**src/rtl/rf_pkg.sv**
```systemverilog
// Shared write-back definitions for the register-file datapath.
// Port indices, default widths and the buffered entry layout.
package rf_pkg;

  localparam int RF_WORD_WIDTH    = 16;
  localparam int RF_ADDRESS_WIDTH = 4;
  localparam int WB_PORTS         = 4;

  typedef enum logic [1:0] {
    WB_ARITH  = 2'd0,
    WB_LOGIC  = 2'd1,
    WB_SHIFT0 = 2'd2,
    WB_SHIFT1 = 2'd3
  } wb_port_e;

  typedef struct packed {
    logic [RF_ADDRESS_WIDTH-1:0] addr;
    logic [RF_WORD_WIDTH-1:0]    data;
  } wb_entry_t;

endpackage

```
**src/rtl/rf_wb_slot.sv**
```systemverilog
// One buffered write-back result with its pending flag.
// A load wins over a retire in the same cycle (refill).
module rf_wb_slot #(
  parameter int AW = 4,
  parameter int WW = 16
) (
  input  logic          clk,
  input  logic          rst_n,
  input  logic          load,
  input  logic          retire,
  input  logic [AW-1:0] addr_in,
  input  logic [WW-1:0] data_in,
  output logic          pend,
  output logic [AW-1:0] addr,
  output logic [WW-1:0] data
);

  // hold the entry until it is granted; refill replaces it
  always_ff @(posedge clk or negedge rst_n) begin
    if (!rst_n) begin
      pend <= 1'b0;
      addr <= '0;
      data <= '0;
    end else if (load) begin
      pend <= 1'b1;
      addr <= addr_in;
      data <= data_in;
    end else if (retire) begin
      pend <= 1'b0;
    end
  end

endmodule

```
**src/rtl/tree_decoder.sv**
```systemverilog
// Binary select to one-hot line decoder.
// Used for per-slot GPR scoreboard bits.
module tree_decoder #(
  parameter int AW = 4
) (
  input  logic [AW-1:0]      sel,
  output logic [2**AW-1:0]   onehot
);

  // one line high for the selected index
  always_comb begin
    onehot      = '0;
    onehot[sel] = 1'b1;
  end

endmodule

```
**src/rtl/rf_wb_arbiter.sv**
```systemverilog
// Write-back scheduler for the four RF write ports.
// Same-GPR writes retire oldest first; exports a busy scoreboard.
module rf_wb_arbiter
  import rf_pkg::*;
#(
  parameter int WORD_WIDTH    = RF_WORD_WIDTH,
  parameter int ADDRESS_WIDTH = RF_ADDRESS_WIDTH,
  localparam int UNITS        = 2**ADDRESS_WIDTH,
  localparam int PORTS        = 4
) (
  input  logic                                clk_i,
  input  logic                                arst_n_i,
  input  logic [PORTS-1:0]                    res_valid_i,
  output logic [PORTS-1:0]                    res_ready_o,
  input  logic [PORTS-1:0][ADDRESS_WIDTH-1:0] res_addr_i,
  input  logic [PORTS-1:0][WORD_WIDTH-1:0]    res_data_i,
  output logic [PORTS-1:0][ADDRESS_WIDTH-1:0] select_r_o,
  output logic [PORTS-1:0][WORD_WIDTH-1:0]    data_o,
  output logic [PORTS-1:0]                    enable_writing_o,
  output logic [UNITS-1:0]                    busy_o,
  output logic                                idle_o
);

  logic [PORTS-1:0]                    pend;
  logic [PORTS-1:0]                    grant;
  logic [PORTS-1:0]                    acc;
  logic [PORTS-1:0]                    stay;
  logic [PORTS-1:0][ADDRESS_WIDTH-1:0] addr;
  logic [PORTS-1:0][WORD_WIDTH-1:0]    data;
  logic [PORTS-1:0][PORTS-1:0]         older;
  logic [PORTS-1:0][PORTS-1:0]         older_n;
  logic [PORTS-1:0][UNITS-1:0]         hit;

  for (genvar p = 0; p < PORTS; p++) begin : g_slot
    rf_wb_slot #(
      .AW(ADDRESS_WIDTH),
      .WW(WORD_WIDTH)
    ) u_slot (
      .clk    (clk_i),
      .rst_n  (arst_n_i),
      .load   (acc[p]),
      .retire (grant[p]),
      .addr_in(res_addr_i[p]),
      .data_in(res_data_i[p]),
      .pend   (pend[p]),
      .addr   (addr[p]),
      .data   (data[p])
    );

    tree_decoder #(
      .AW(ADDRESS_WIDTH)
    ) u_dec (
      .sel   (addr[p]),
      .onehot(hit[p])
    );
  end

  // a slot writes unless an older slot targets the same GPR
  always_comb begin
    grant = '0;
    for (int p = 0; p < PORTS; p++) begin
      grant[p] = pend[p];
      for (int q = 0; q < PORTS; q++) begin
        if (q != p && pend[q] && older[q][p] &&
            addr[q] == addr[p])
          grant[p] = 1'b0;
      end
    end
  end

  assign res_ready_o      = ~pend | grant;
  assign acc              = res_valid_i & res_ready_o;
  assign stay             = pend & ~grant;
  assign enable_writing_o = grant;
  assign select_r_o       = addr;
  assign data_o           = data;
  assign idle_o           = ~|pend;

  // new entries are younger than survivors; lower index wins ties
  always_comb begin
    older_n = '0;
    for (int p = 0; p < PORTS; p++) begin
      for (int q = 0; q < PORTS; q++) begin
        if (p != q) begin
          if (acc[p] && acc[q])
            older_n[p][q] = (p < q);
          else if (acc[p])
            older_n[p][q] = 1'b0;
          else if (acc[q])
            older_n[p][q] = stay[p];
          else
            older_n[p][q] = older[p][q] & stay[p] & stay[q];
        end
      end
    end
  end

  // age matrix register
  always_ff @(posedge clk_i or negedge arst_n_i) begin
    if (!arst_n_i)
      older <= '0;
    else
      older <= older_n;
  end

  // pending-write scoreboard, granting slots included
  always_comb begin
    busy_o = '0;
    for (int p = 0; p < PORTS; p++) begin
      if (pend[p])
        busy_o = busy_o | hit[p];
    end
  end

endmodule
```
**config.mk**
```make
export PLATFORM = sky130hd
export DESIGN_NAME = rf_wb_arbiter
export DESIGN_NICKNAME = d
export VERILOG_FILES = /design/src/rtl/rf_pkg.sv /design/src/rtl/rf_wb_slot.sv /design/src/rtl/tree_decoder.sv /design/src/rtl/rf_wb_arbiter.sv
export SDC_FILE = /design/constraint.sdc
export NUM_CORES = 1
export LEC_CHECK = 0
export BUFFER_PORTS_ARGS = -buffer_cell sky130_fd_sc_hd__buf_2
export CORE_UTILIZATION = 53
export CTS_CLUSTER_DIAMETER = 80
export CTS_CLUSTER_SIZE = 20
export DETAILED_ROUTE_END_ITERATION = 12
export PLACE_DENSITY_LB_ADDON = 0.3
export SYNTH_ARGS = -nofsm -noshare
export SYNTH_HDL_FRONTEND = slang
export SYNTH_SLANG_ARGS = --single-unit
export TNS_END_PERCENT = 10
```
**constraint.sdc**
```tcl
create_clock -name clk_i -period 4.1 [get_ports clk_i]
set_input_delay 0 -clock clk_i [delete_from_list [all_inputs] [get_ports clk_i]]
set_output_delay 0 -clock clk_i [all_outputs]
set_load 0.02 [all_outputs]
```
==> reports/metrics.yaml <==
die_h_um: 97.2
wl_per_cell_um: 19.7
routabilityCongestion: 0.933
ys.flop_type: "dfrtp_1"
clk_pin_slew_worst_paths_ns: 0.10
finalClockSkew_ns: 0.0170
maxSlewViolCount: 0
fmax_mhz: 345
cp_slowest_stage_delay_ns: 0.63
ctsResizeCount: 0
synth_edf_count: 0
fin_total_pwr_mw: 2.21
antenna_found_initial: 0
use_met1_pct: 41.4
vias_per_cell: 5.75
yosysWarnings: 0
postSynthNetCount: 478
cp.required_ns: 4.35
path_buf_inv: 1
start_util_pct: 54.8
syn_avg_cell_area_um2: 12.2
dp.cells: 660
design.core.area_um2: 8760
dr_total_vias: 4368
crit_chain: "xor2_1 -> nor4_1 -> nand4_1 -> nand3_1 -> buf_4 -> mux2_2"
maxCapViolations: 0
ir_drop_mv: 0.317
rows: 34
met3_usage_pct: 6.55
final.min_clock_period_ns: 2.90
hold_viol_final: 0
run_status: "finished, final reports clean"
cts_buffers: 9
rsz0062_at_grt: "false"
dp_hpwl_um: 9290
synth_cell_types: 48
fin_crit_sh_pct: 70.7
io_buffers: 190
ant_nets: 0
max-clock-path-buffers: 2
grt_use_total_pct: 32.7
synth_area_um2: 4800
syn_inst: 392
diodes: 0
dieWidth_um: 97.2
synth_largest_area_cell: "dfrtp_1"
worst_slack_ns: 1.20
critPathLaunchType: "flop"
cp.arrival_ns: 3.15
layout-area-overhead-vs-synth_pct: 40.6
grt_pass1_vias: 4694
tns_ns: 0
critical_path.slowest_cell: "nor4_1"
hold_class: "in2reg"
crit_family: "simple AND/OR/NAND/NOR gates"
nets: 733
powerDensity_nw_per_um2: 328
cts_sinks: 96
async_reset_ff_share_pct: 100
worstMarginPinSlew_ns: 0.963
critPathKind: "reg2reg"
first_iter_violations: 198
drc: 0
first_pass_iters: 5
htree_num_levels: 3
ff2ff_setup_slack_ns: 1.20
synth_seq_cells: 96
final-setup-viol-count: 0
grt_util_met2_pct: 55.3
power_leakage_nw: 3.40
root_buffer: "clkbuf_8"
drive_gt1_share_pct: 45.2
ys_top_cells_by_count: "96 x dfrtp_1, 63 x mux2_2, 20 x xnor2_1"
post-synth-top-count-cell: "dfrtp_1"
clk_latency_ns: 0.37
wl_um: 15000
grt_pass1_wl_um: 24400
critical_path_peak_fanout: 13
overflow: 0
yosys.area.top_type_share_pct: 50.1
cts_tree: "yes"
fin_cells: 760
ios: 191
slew_headroom_pct: 35.2
yosys-top-cells-area: "dfrtp_1 50%, mux2_2 15%, mux2_4 5.3%"
crit_path_end_kind: "flop"
die-area_um2: 9440
busiest_layer: "met2"
fillerInstances: 558
grt_max_degree: 61
pre_cts_ws_ns: 1.25
seq_area_frac_synth_pct: 50.1
## cell type report
cell class	instances	area, um^2	share of cell area [%]
clock buffers	9	124	1.84
clock inverters	7	96.3	1.43
inverters	10	37.5	0.556
multi-input cells	253	2140	31.7
flip-flops and latches	96	2400	35.6
well taps	108	135	2.00
repair buffers	277	1820	26.9
## state kept, by name (all words and copies together), names as in the netlist
signal              count
g_slot.u_slot.pend      4
older                  12
g_slot.u_slot.data     64
g_slot.u_slot.addr     16
## metal layers
layer,vias up,routed length [um]
met5,-,0
met2,231,7500
met4,0,440
met1,2161,6000
met3,36,1040
li1,1940,-
## cell families after synthesis
group | share of synthesized area, %
xor gates and xnor gates | 4.54
and+or+nand+nor | 10.4
AOI/OAI and AO/OA | 9.49
buffers and inverters | 5.45
DFF | 50.1
muxes | 20.1
## layout by cell type (no fill, tap or decap), types with 2 or more instances in the layout
cell type      instances
a21oi_1                7
a221o_1                3
a22oi_1                8
a32oi_1                4
and3_1                 7
and3b_1                2
buf_2                189
buf_4                  4
clkbuf_8               9
dfrtp_1               96
dlygate4sd3_1         84
inv_1                 10
inv_8                  3
mux2_2                63
mux2_4                17
nand2_1               16
nand2b_1               5
nand3_1               11
nand3b_1               4
nand4_1                5
nor2_1                13
nor2b_1                5
nor3_1                 7
nor4_1                 4
o211ai_1               4
o21ai_0                3
o221ai_1               7
o22ai_1                5
o311ai_0               5
o31ai_1                2
o32ai_1                6
or3_1                  4
xnor2_1               20
xor2_1                 3
## through the flow
step	util, %	area, um^2	hold slack (ns)
2_1_floorplan	-	4800	-0.296
3_3_place_gp	64.9	5690	-0.0272
3_5_place_dp	64.9	5690	-0.0151
4_1_cts	77.0	6750	0.0236
5_1_grt	77.0	6750	0.0415
6_report	77.0	6750	0.0505
## final timing paths
path / from / to / cells after the start
worst max-delay path: g_slot[0].u_slot.addr[0]$_DFFE_PN0P_ / g_slot[2].u_slot.data[7]$_DFFE_PN0P_ / 6
worst min-delay path: res_valid_i[1] / g_slot[1].u_slot.pend$_DFFE_PN0P_ / 3
worst max register to register: g_slot[0].u_slot.addr[0]$_DFFE_PN0P_ / g_slot[2].u_slot.data[7]$_DFFE_PN0P_ / 6
worst min register to register: g_slot[3].u_slot.data[15]$_DFFE_PN0P_ / g_slot[3].u_slot.data[15]$_DFFE_PN0P_ / 1
max in group asynchronous: arst_n_i / g_slot[3].u_slot.data[15]$_DFFE_PN0P_ / 3
min in group asynchronous: arst_n_i / g_slot[3].u_slot.data[4]$_DFFE_PN0P_ / 2
## worst register-to-register path, delay by kind of cell (launching register included)
kind | cells | cell delay (ns)
xor+xnor | 1 | 0.23
buf+inv | 1 | 0.31
flops | 1 | 0.58
mux | 1 | 0.38
simple gates | 3 | 1.30
## power breakdown
group | switching, mW | leakage [nW] | internal [mW]
sequential | 0.0677 | 1.21 | 1.00
combinational | 0.239 | 2.08 | 0.227
clock | 0.373 | 0.108 | 0.301
total | 0.680 | 3.40 | 1.53
## repair_timing
| item | CTS | global route |
|---|---|---|
| hold buffers | 84 | 0 |
| setup buffers | 0 | 0 |
| endpoints found under the hold margin | 122 | 0 |
Power figures use the tool's default switching activity.
